==> src/rtl/axis_pkg.sv <==
// Shared AXI-stream helpers: constant clog2, the size-width macro and the
// output-register source select used by axis_fifo and later stream blocks.
`ifndef AXIS_PKG_SV
`define AXIS_PKG_SV

`define AXIS_SWIDTH(depth) (axis_pkg::clog2((depth) + 1))

package axis_pkg;

  // Never returns less than 1 so single-entry structures still get a real index bit.
  function automatic int clog2(input int n);
    int r;
    int v;
    r = 0;
    v = n - 1;
    while (v > 0) begin
      r = r + 1;
      v = v >> 1;
    end
    return (r < 1) ? 1 : r;
  endfunction

  typedef enum logic [1:0] {
    OUT_HOLD     = 2'd0,
    OUT_BYPASS   = 2'd1,
    OUT_FROM_RAM = 2'd2
  } outSel_e;

endpackage

`endif

==> src/rtl/axis_fifo_ram.sv <==
// Simple dual-port storage for axis_fifo: synchronous write, asynchronous read,
// no reset so it maps onto distributed RAM.
module axis_fifo_ram #(
  parameter int WIDTH  = 8,
  parameter int WORDS  = 3,
  parameter int AWIDTH = 2
) (
  input  logic              clock,
  input  logic              we_i,
  input  logic [AWIDTH-1:0] waddr_i,
  input  logic [WIDTH-1:0]  wdata_i,
  input  logic [AWIDTH-1:0] raddr_i,
  output logic [WIDTH-1:0]  rdata_o
);

  logic [WIDTH-1:0] mem_q [WORDS];

  always_ff @(posedge clock) begin
    if (we_i) begin
      mem_q[waddr_i] <= wdata_i;
    end
  end

  assign rdata_o = mem_q[raddr_i];

endmodule

==> src/rtl/axis_fifo.sv <==
// DEPTH-entry AXI-stream FIFO with a registered head word and registered flags.
// Optional synchronous flush port enabled by defining AXIS_FIFO_FLUSH_EN.
module axis_fifo
  import axis_pkg::*;
#(
  parameter int WIDTH = 8,
  parameter int DEPTH = 4
) (
  input  logic                           clock,
  input  logic                           resetn,
`ifdef AXIS_FIFO_FLUSH_EN
  input  logic                           flush,
`endif
  output logic [`AXIS_SWIDTH(DEPTH)-1:0] size,
  input  logic [WIDTH-1:0]               idata,
  input  logic                           ivalid,
  output logic                           iready,
  output logic [WIDTH-1:0]               odata,
  output logic                           ovalid,
  input  logic                           oready
);

  localparam int SWIDTH   = `AXIS_SWIDTH(DEPTH);
  localparam int RAMWORDS = DEPTH - 1;
  localparam int PWIDTH   = clog2(RAMWORDS);

  logic [SWIDTH-1:0] size_q, size_d;
  logic              ovalid_q, ovalid_d;
  logic              iready_q, iready_d;
  logic [WIDTH-1:0]  odata_q;
  logic [PWIDTH-1:0] wp_q, wp_d;
  logic [PWIDTH-1:0] rp_q, rp_d;
  logic              push, pop, ramEmpty, ramWe;
  logic [WIDTH-1:0]  ramRdata;
  outSel_e           outSel;

  // RAM depth need not be a power of two, so wrap by compare instead of masking.
  function automatic logic [PWIDTH-1:0] ptrNext(input logic [PWIDTH-1:0] p);
    return (int'(p) == RAMWORDS - 1) ? '0 : p + PWIDTH'(1);
  endfunction

  axis_fifo_ram #(
    .WIDTH (WIDTH),
    .WORDS (RAMWORDS),
    .AWIDTH(PWIDTH)
  ) uRam (
    .clock  (clock),
    .we_i   (ramWe),
    .waddr_i(wp_q),
    .wdata_i(idata),
    .raddr_i(rp_q),
    .rdata_o(ramRdata)
  );

  always_comb begin
    push     = ivalid && iready_q;
    pop      = ovalid_q && oready;
    ramEmpty = (size_q <= SWIDTH'(1));
    outSel   = OUT_HOLD;
    ramWe    = 1'b0;
    wp_d     = wp_q;
    rp_d     = rp_q;
    size_d   = size_q + SWIDTH'(push) - SWIDTH'(pop);

    // Head slot is free this edge: an incoming word goes straight to odata.
    if (!ovalid_q || (pop && ramEmpty)) begin
      if (push) begin
        outSel = OUT_BYPASS;
      end
    end else begin
      if (pop) begin
        outSel = OUT_FROM_RAM;
        rp_d   = ptrNext(rp_q);
      end
      if (push) begin
        ramWe = 1'b1;
        wp_d  = ptrNext(wp_q);
      end
    end

`ifdef AXIS_FIFO_FLUSH_EN
    if (flush) begin
      outSel = OUT_HOLD;
      ramWe  = 1'b0;
      wp_d   = '0;
      rp_d   = '0;
      size_d = '0;
    end
`endif

    iready_d = (size_d < SWIDTH'(DEPTH));
    ovalid_d = (size_d != '0);
  end

  always_ff @(posedge clock or negedge resetn) begin
    if (!resetn) begin
      size_q   <= '0;
      ovalid_q <= 1'b0;
      iready_q <= 1'b1;
      wp_q     <= '0;
      rp_q     <= '0;
    end else begin
      size_q   <= size_d;
      ovalid_q <= ovalid_d;
      iready_q <= iready_d;
      wp_q     <= wp_d;
      rp_q     <= rp_d;
    end
  end

  always_ff @(posedge clock) begin
    case (outSel)
      OUT_BYPASS:   odata_q <= idata;
      OUT_FROM_RAM: odata_q <= ramRdata;
      default:      ;
    endcase
  end

  assign size   = size_q;
  assign ovalid = ovalid_q;
  assign iready = iready_q;
  assign odata  = odata_q;

`ifdef FORMAL
  always_comb begin
    if (resetn) begin
      assert (size_q <= SWIDTH'(DEPTH));
      assert (iready_q == (size_q < SWIDTH'(DEPTH)));
      assert (ovalid_q == (size_q != '0));
    end
  end
`endif

endmodule

==> config.mk <==
export PLATFORM = sky130hd
export DESIGN_NAME = axis_fifo
export DESIGN_NICKNAME = d
export VERILOG_FILES = /design/src/rtl/axis_pkg.sv /design/src/rtl/axis_fifo_ram.sv /design/src/rtl/axis_fifo.sv
export SDC_FILE = /design/constraint.sdc
export NUM_CORES = 1
export LEC_CHECK = 0
export BUFFER_PORTS_ARGS = -buffer_cell sky130_fd_sc_hd__buf_2
export CORE_UTILIZATION = 52
export CTS_BUF_LIST = sky130_fd_sc_hd__clkbuf_2
export DETAILED_ROUTE_END_ITERATION = 8
export PLACE_DENSITY_LB_ADDON = 0.25
export SLEW_MARGIN = 20
export SYNTH_ARGS = -nofsm -noshare
export SYNTH_HDL_FRONTEND = slang
export SYNTH_SLANG_ARGS = --single-unit
==> constraint.sdc <==
create_clock -name clock -period 2.3 [get_ports clock]
set_clock_uncertainty 0.2 [all_clocks]
set_input_delay 0.115 -clock clock [delete_from_list [all_inputs] [get_ports clock]]
set_output_delay 0.115 -clock clock [all_outputs]
set_load 0.01 [all_outputs]
* Word-level counts from Yosys, hierarchy flattened *
Memories as Yosys holds them, arrays and structs flattened.
Cells that the tools add are included.
W data, S select, Z words.

storage, ports and cells
  register bits = 17
  latch bits = 0
  memory bits (writable) = 24
  memory bits (read-only) = 0
  input bits = 12
  output and inout port bits = 13
  logic and storage cells = 37
  memories kept = 1

operators by class
  add/sub/neg operators = 4
  multiply operators = 0
  divide/modulo/power cells = 0
  magnitude comparators = 2
  equality and inequality tests = 4
  shifts and indexed selects = 0
  muxes and demuxes = 10
  bitwise gates (word level) = 1
  reduce and logical (&&, ||, !) cells = 9

memories
  memory      depth  bits a word  read ports  clocked after Yosys merged registers in  wr ports  line                 RTL
  uRam.mem_q  3      8            1           0                                        1         axis_fifo_ram.sv:16  logic [WIDTH-1:0] mem_q [WORDS];

operators by type and width
  cell                   number
  $pmux W8 S2            1
  $mux W2                4
  $eq A2 B2 Y1 const B   3
  $mux W1                5
  $add A2 B1 Y2 const B  2
  $reduce_and A2 Y1      2
  $add A3 B1 Y3          1
  $le A3 B1 Y1 const B   1
  $logic_and A1 B1 Y1    3
  $lt A3 B3 Y1 const B   1
  $reduce_bool A3 Y1     1
  $sub A3 B1 Y3          1
  $eq A2 B1 Y1 const B   1
  $reduce_bool A2 Y1     1
  $logic_not A1 Y1       1
  $logic_or A1 B1 Y1     1
  $not A1 Y1             1

* Depth between registers and ports, before layout *
Gate-level depths: netlist of the first run.

  word-level depth = 6
  gate-level depth with buffers = 7

* By module *
From an unflattened synthesis of the first run, not the netlist that was laid out.

unflattened totals
  cells, all modules = 107
  area, all modules = 1720.4 um2

modules (own cells, without submodules)
  module         times used  cells each  area each (um2)  seq. area each (um2)
  axis_fifo_ram  1           53          918.4            720.7
  axis_fifo      1           54          802.0            466.7

* Worst setup path before layout of the first run *
No wires, ideal clock.

  kind = register to register
  start point = reg size_q[1], in the netlist size[1]
  end point = mem uRam.mem_q[2][0], enable pin
  data arrival time = 1715 ps
  required time = 1715 ps
  setup slack = 0 ps
  stages on the path, launching flop included = 5
  buffers on the path = 0
  period minus slack after synthesis = 2300 ps
  path through = dfrtp_1 > inv_1 > ha_1 > a211o_4 > nor3b_1

on the way
  longest elaborated chain between the ends = 6

ends and longest elaborated chain
  element                        line                 RTL
  start, declared                axis_fifo.sv:27      logic [SWIDTH-1:0] size_q, size_d;
  start signal, assigned         axis_fifo.sv:103     size_q <= size_d;
  $le A3 B1 Y1                   axis_fifo.sv:58      ramEmpty = (size_q <= SWIDTH'(1));
  $logic_and A1 B1 Y1            axis_fifo.sv:66      if (!ovalid_q || (pop && ramEmpty)) begin
  $logic_or A1 B1 Y1             axis_fifo.sv:66
  $mux W1                        axis_fifo.sv:66
  $mux W1                        axis_fifo_ram.sv:19  if (we_i) begin
  $mux W1 (not written as such)  axis_fifo_ram.sv:20  mem_q[waddr_i] <= wdata_i;
  end, declared                  axis_fifo_ram.sv:16

No other way between the ends.

* Worst setup path in the final report of the first run *
  start point = reg iready_q, in the netlist iready
  end point = reg ovalid_q, in the netlist ovalid

on the way
  longest elaborated chain between the ends = 4

ends and longest elaborated chain
  element                 line              RTL
  start, declared         axis_fifo.sv:29   logic iready_q, iready_d;
  start signal, assigned  axis_fifo.sv:105  iready_q <= iready_d;
  $logic_and A1 B1 Y1     axis_fifo.sv:56   push = ivalid && iready_q;
  $add A3 B1 Y3           axis_fifo.sv:63   size_d = size_q + SWIDTH'(push) - SWIDTH'(pop);
  $sub A3 B1 Y3           axis_fifo.sv:63
  via size_d[1]           axis_fifo.sv:27
  $reduce_bool A3 Y1      axis_fifo.sv:92   ovalid_d = (size_d != '0);
  via ovalid_d            axis_fifo.sv:28   logic ovalid_q, ovalid_d;
  end signal, assigned    axis_fifo.sv:104  ovalid_q <= ovalid_d;
  end, declared           axis_fifo.sv:28

The timed path passes the listed nets, and every way through them passes these cells.
A chain may end at the register's enable or synchronous reset.

==> results of run 1 <==
kinds of logic (layout without fill, tap and decap cells):
kind of cell | count (synthesis) | count (layout) | share of synthesized area (%)
AOI/OAI and AO/OA | 13 | 13 | 5.056
xor gates and xnor gates | 1 | 1 | 0.5205
adders and majority gates | 4 | 4 | 3.420
buffers and inverters | 10 | 54 | 2.602
DFF | 41 | 41 | 70.56
muxes | 18 | 18 | 11.90
and+or+nand+nor | 19 | 19 | 5.949
cell type report:
| cell class | instances | area, um^2 | share of cell area [%] |
|---|---|---|---|
| inverter | 6 | 22.52 | 1.104 |
| sequential | 41 | 1187 | 58.22 |
| tap | 44 | 55.05 | 2.699 |
| clock buffer | 8 | 40.04 | 1.963 |
| timing repair buffer | 40 | 270.3 | 13.25 |
| multi-input combinational | 55 | 464.2 | 22.76 |
per-stage QoR:
step / TNS [ps] / cell area [um^2] / hold slack [ps]
2_1_floorplan: 0 / 1683 / -380.6
3_3_place_gp: 0 / 1859 / -223.1
3_5_place_dp: 0 / 1859 / -223.2
4_1_cts: 0 / 2022 / 11.51
5_1_grt: -2.815 / 2039 / 17.42
6_report: 0 / 2039 / 42.41
flip-flops by register name, indices dropped and copies added (netlist names):
register / flops
iready: 1
odata: 8
ovalid: 1
rp_q: 2
size: 3
uRam.mem_q: 24
wp_q: 2
layer usage:
metal,track usage [%],wire length [um],vias up
li1,-,-,475
met1,23.92,1238,454
met2,30.36,1440,17
met3,4.615,99,8
met4,10.20,59,0
met5,0,0,-
cells in the mapped netlist:
| cell type | number |
|---|---|
| edfxtp_1 | 32 |
| inv_1 | 6 |
| buf_4 | 1 |
| or3_1 | 1 |
| buf_2 | 2 |
| a211o_4 | 1 |
| a21o_1 | 2 |
| mux2_2 | 8 |
| clkbuf_1 | 1 |
| fa_1 | 1 |
| ha_1 | 3 |
| nor2b_1 | 1 |
| and2_1 | 1 |
| o21a_1 | 1 |
| nor3b_1 | 2 |
| o21ai_0 | 9 |
| mux2i_1 | 8 |
| nor3_1 | 2 |
| dfstp_2 | 1 |
| and2b_2 | 1 |
| nand2_1 | 8 |
| nor2_1 | 1 |
| xnor2_1 | 1 |
| nand3b_1 | 1 |
| mux2_4 | 2 |
| dfrtp_1 | 8 |
| nand2_2 | 1 |
worst max-delay path, cell delays in order (launching register included):
cell and delay (ps):
dfstp_2 570, nand2_2 70, ha_1 260, inv_1 60, ha_2 180, fa_2 450, or3_1 360
path summary, 6_finish.rpt:
check / from / end / slack [ps] / cells after the start
worst max-delay path: iready$_DFF_PN1_ / ovalid$_DFF_PN0_ / 60 / 6
worst min-delay path: ivalid / wp_q[1]$_DFFE_PN0P_ / 40 / 4
worst max register to register: iready$_DFF_PN1_ / ovalid$_DFF_PN0_ / 60 / 6
worst min register to register: size[0]$_DFF_PN0_ / size[0]$_DFF_PN0_ / 420 / 1
max in group asynchronous: resetn / wp_q[1]$_DFFE_PN0P_ / 530 / 4
min in group asynchronous: resetn / iready$_DFF_PN1_ / 590 / 3
what timing repair did:
item                                   in CTS  in global routing
hold buffers                               12                  0
setup endpoints to repair                   1                  1
gates resized for setup                     1                  2
endpoints found under the hold margin      43                  0
buffers inserted                            0                  1
pin swaps                                   0                  3
where the power goes:
| part | switching, W | internal (W) |
|---|---|---|
| clock network | 0.000204 | 0.0000899 |
| registers | 0.000135 | 0.00104 |
| logic | 0.000402 | 0.000442 |
| total | 0.000741 | 0.00157 |
==> impl_metrics.yaml, run 1 <==
cts:
  clkTransAtPathRegs_ps: 170
  clockBufferDepth: 2
  root_buffer: "clkbuf_2"
  clk_latency_ps: 360
  numClockSinks: 41
  cts_tree: "done"
  cts.htree.levels: 2
  cts_buffers: 5
critical_path:
  critPathCaptureType: "flip-flop"
  cp_max_fo: 3
  required_ps: 2360
  cp-start-kind: "flip-flop"
  critical_path_class: "reg -> reg"
  cp.arrival_ps: 2300
routing:
  wl_um: 2837
  dr.pass1.iters: 4
  postRouteAntennaNets: 0
  remaining_drc_errors: 0
  vias_per_cell: 4.918
  drtIter0Drc: 13
  wl_per_cell_um: 14.62
  route.vias.total: 954
grt:
  antenna_found_initial: 0
  grt_pass1_vias: 962
  grt_max_degree: 21
  grt-ovfl-total: 0
  grt_usage_pct: 18.98
  grt_pass1_wl_um: 4519
timing:
  postLayoutSetupSlackWorst_ps: 58.85
  tightest_slew_ps: 563.3
  timing.fmax_mhz: 446.2
  fin_crit_ps: 2241
  slew_headroom_pct: 62.44
  setup_viol: 0
  report.final.hold_viol_count: 0
  drv_slew: 0
  fin_crit_sh_pct: 97.44
yosys:
  synth_area_um2: 1683
  avgSynthCellArea_um2: 15.88
  synth_top_area_cell: "edfxtp_1"
  synth_seq_area_share_pct: 70.56
  synth.area.top_cells: "edfxtp_1 (57%), dfrtp_1 (12%), mux2_2 (5.4%)"
  synth_nets: 122
  synth_top_area_share_pct: 57.10
  ys_warn_count: 0
  synth_cells: 106
  synth_cell_types: 27
  ys_seq_elements: 41
power_and_ir_drop:
  power_density_nw_per_um2: 1132
  peakVddDrop_mv: 0.8170
  leakagePower_nw: 0.8283
  power.total_w: 0.002308
cells_and_area:
  layout-drive-gt1-share_pct: 35.33
  utilization_pct: 66.80
  syn_to_final_growth_pct: 21.19
  nets: 165
  final_common_cell: "edfxtp_1"
  nFillCells: 250
  instances_no_fill: 194
  num_antenna_cells: 0
  layout_common_cells: "edfxtp_1 (32), buf_2 (24), dlygate4sd3_1 (12)"
placement:
  placed_cells: 173
  dpl.hpwl_um: 1830
  gp_congestion: 0.6489
  numPortBuffers: 24
  post-place-ws_ps: 18.18
min_path:
  min-delay-path-class: "in -> reg"
outcome:
  status: "completed"
run:
  maxCapViolCount: 0
die:
  start_util_pct: 55.12
  pin_count: 25
  rows: 20
  die-area_um2: 3468
  die_y_um: 58.89
  core-area_um2: 3053
  die-width_um: 58.89
Note: power is estimated with default switching activity, not from simulation.
==> inputs of run 2 (changes only) <==
SYNTH_HIERARCHICAL = 1   (was default)
==> run 2 against run 1 <==
Die area rose by 2.2%; design area is 3.6% higher; routed wire length is 1.1% higher.
==> impl_metrics.yaml, run 2 <==
cells_and_area:
  num_antenna_cells: 0
  top_register: "uRam/mem_q"
  layout-drive-gt1-share_pct: 34.87
  syn_to_final_growth_pct: 22.84
  final_area_um2: 2113
  layout_common_cells: "edfxtp_1 (32), buf_2 (24), dlygate4sd3_1 (13)"
  instances_no_fill: 196
  nets: 167
  final_common_cell: "edfxtp_1"
  largest_register_ffs: 24
timing:
  timing.fmax_mhz: 448.2
  fin_crit_sh_pct: 97.01
  tns_ps: 0
  drv_slew: 0
  slew_headroom_pct: 61.87
  fin_crit_ps: 2231
  timing.hold.ws_ps: 235.0
  postLayoutSetupSlackWorst_ps: 68.79
  report.final.hold_viol_count: 0
  tightest_slew_ps: 571.9
  setup_viol: 0
power_and_ir_drop:
  clock_power_share_pct: 17.5
  leakagePower_nw: 0.8584
  peakVddDrop_mv: 0.6924
  p_sw_w: 0.0008034
  p_comb_share_pct: 35.2
  p_int_w: 0.001679
  seqPwrFrac_pct: 47.3
  power_density_nw_per_um2: 1175
  p_sw_share_pct: 32.37
yosys:
  synthMuxAreaShare_pct: 12.51
  synth-edff-count: 32
  synth_top_area_share_pct: 55.85
  synth_cell_types: 27
  synth_common_cells: "edfxtp_1 (32), nand2_1 (10), dfrtp_1 (8), mux2i_1 (8), o21ai_1 (8)"
  synth-compound-area-share_pct: 4.291
  yosysMostFrequentCell: "edfxtp_1"
  ys_warn_count: 6
  synthArstFlopShare_pct: 21.95
  synth_top_area_cell: "edfxtp_1"
  synth_seq_area_share_pct: 69.02
  synth_nets: 123
  ys_seq_elements: 41
  synth_fa_ha_area_share_pct: 3.345
  synth_top_family_by_area: "multiplexers"
  synth_xor_area_share_pct: 0.5091
  synth-simple-area-share_pct: 7.055
  synth_cells: 107
  ys.flop_type: "edfxtp_1"
  avgSynthCellArea_um2: 16.08
  synth.area.top_cells: "edfxtp_1 (56%), dfrtp_1 (12%), mux2_4 (5.2%)"
  synth_area_um2: 1720
die:
  die-width_um: 59.52
  rows: 20
  die_y_um: 59.52
  start_util_pct: 55.44
  die-area_um2: 3543
  pin_count: 25
  core-area_um2: 3103
grt:
  grt_usage_pct: 18.53
  antenna_found_initial: 0
  grt_max_degree: 20
  grt_pass1_vias: 934
  grt_pass1_wl_um: 4471
  grt-ovfl-total: 0
routing:
  vias_per_cell: 4.990
  wl_um: 2867
  drtIter0Drc: 21
  route.vias.total: 978
  wl_per_cell_um: 14.63
  postRouteAntennaNets: 0
  remaining_drc_errors: 0
  dr.pass1.iters: 4
placement:
  numPortBuffers: 24
  post-place-ws_ps: 35.32
  placed_cells: 174
  place_area_um2: 1877
  gp_congestion: 0.7167
  dpl.hpwl_um: 1821
outcome:
  status: "completed"
critical_path:
  cp-start-kind: "flip-flop"
  cp_max_fo: 3
  critPathCaptureType: "flip-flop"
  required_ps: 2410
  cp.arrival_ps: 2340
  critical_path_class: "reg -> reg"
cts:
  cts_buffers: 5
  numClockSinks: 41
  clockBufferDepth: 2
  root_buffer: "clkbuf_2"
  clkTransAtPathRegs_ps: 230
  clk_latency_ps: 420
  cts.htree.levels: 2
  cts_tree: "done"
run:
  maxCapViolCount: 0
min_path:
  min-delay-path-class: "in -> reg"
==> run 2: changes by cell type after synthesis, moves of 2 or more <==
cell,previous run,this run
o21ai_0,9,2
mux2_4,2,6
nand2_1,8,10
and3b_1,0,2
mux2_2,8,4
o21ai_1,0,8
buf_6,0,3
buf_2,2,0
==> run 2: worst max-delay path: stages, from the launching register on <==
cell	delay, ps
dfstp_2	590
nand2_2	70
ha_4	260
inv_1	30
ha_2	170
fa_2	370
xnor2_2	150
or3_1	300
==> run 2: cells by family (layout without fill, tap and decap cells) <==
group                    count (synthesis)  after routing
buffers and inverters                    9             54
AND/OR/NAND/NOR                         21             21
adder cells (fa/ha/maj)                  4              4
multiplexers                            18             18
AO/OA/AOI/OAI                           13             13
XOR/XNOR                                 1              1
flip-flops                              41             41
==> run 2: final timing paths <==
path	from	endpoint	slack (ps)	depth (start not counted)
min reg2reg	size[0]$_DFF_PN0_	size[0]$_DFF_PN0_	380	1
max reg2reg	iready$_DFF_PN1_	ovalid$_DFF_PN0_	70	7
max in group asynchronous	resetn	wp_q[1]$_DFFE_PN0P_	600	4
max	iready$_DFF_PN1_	ovalid$_DFF_PN0_	70	7
min in group asynchronous	resetn	iready$_DFF_PN1_	500	3
min	idata[5]	uRam/mem_q[0][5]$_DFFE_PP_	240	2
==> run 2: per-stage QoR <==
step / util, % / total power (W)
6_report: 68.10 / 0.002482
5_1_grt: 68.10 / 0.002639
3_3_place_gp: 60.48 / 0.001908
4_1_cts: 66.98 / 0.002403
2_1_floorplan: - / 0.001746
3_5_place_dp: 60.48 / 0.001965
==> run 2: layout make-up <==
cell class | count | area (um^2)
timing repair buffer | 40 | 272.8
clock inverter | 3 | 46.29
sequential | 41 | 1187
multi-input combinational | 57 | 504.2
tap | 44 | 55.05
inverter | 6 | 22.52
fill | 242 | 989.7
clock buffer | 5 | 25.02
==> run 2: power groups by stage <==
stage | clock (W) | combinational [W] | sequential [W]
3_3_place_gp | 0 | 0.000725 | 0.00118
4_1_cts | 0.000440 | 0.000790 | 0.00117
5_1_grt | 0.000469 | 0.000969 | 0.00120
6_report | 0.000434 | 0.000875 | 0.00117
3_5_place_dp | 0 | 0.000772 | 0.00119
2_1_floorplan | 0 | 0.000556 | 0.00119
==> run 2: timing repair <==
action | 4_1_cts | 5_1_grt
endpoints found under the hold margin | 45 | 0
resized for setup | 0 | 5
setup buffers | 0 | 1
endpoints found under the setup margin | 0 | 1
hold buffers | 13 | 0
==> run 2: layer usage <==
| layer | share of wire, % | vias up | routed length (um) | global-route usage (%) |
|---|---|---|---|---|
| met5 | 0 | - | 0 | 0 |
| met4 | 1.1 | 0 | 31 | 5.980 |
| met3 | 3.5 | 4 | 100 | 7.205 |
| met2 | 50 | 17 | 1426 | 29.37 |
| met1 | 46 | 476 | 1308 | 23.49 |
| li1 | - | 481 | - | - |
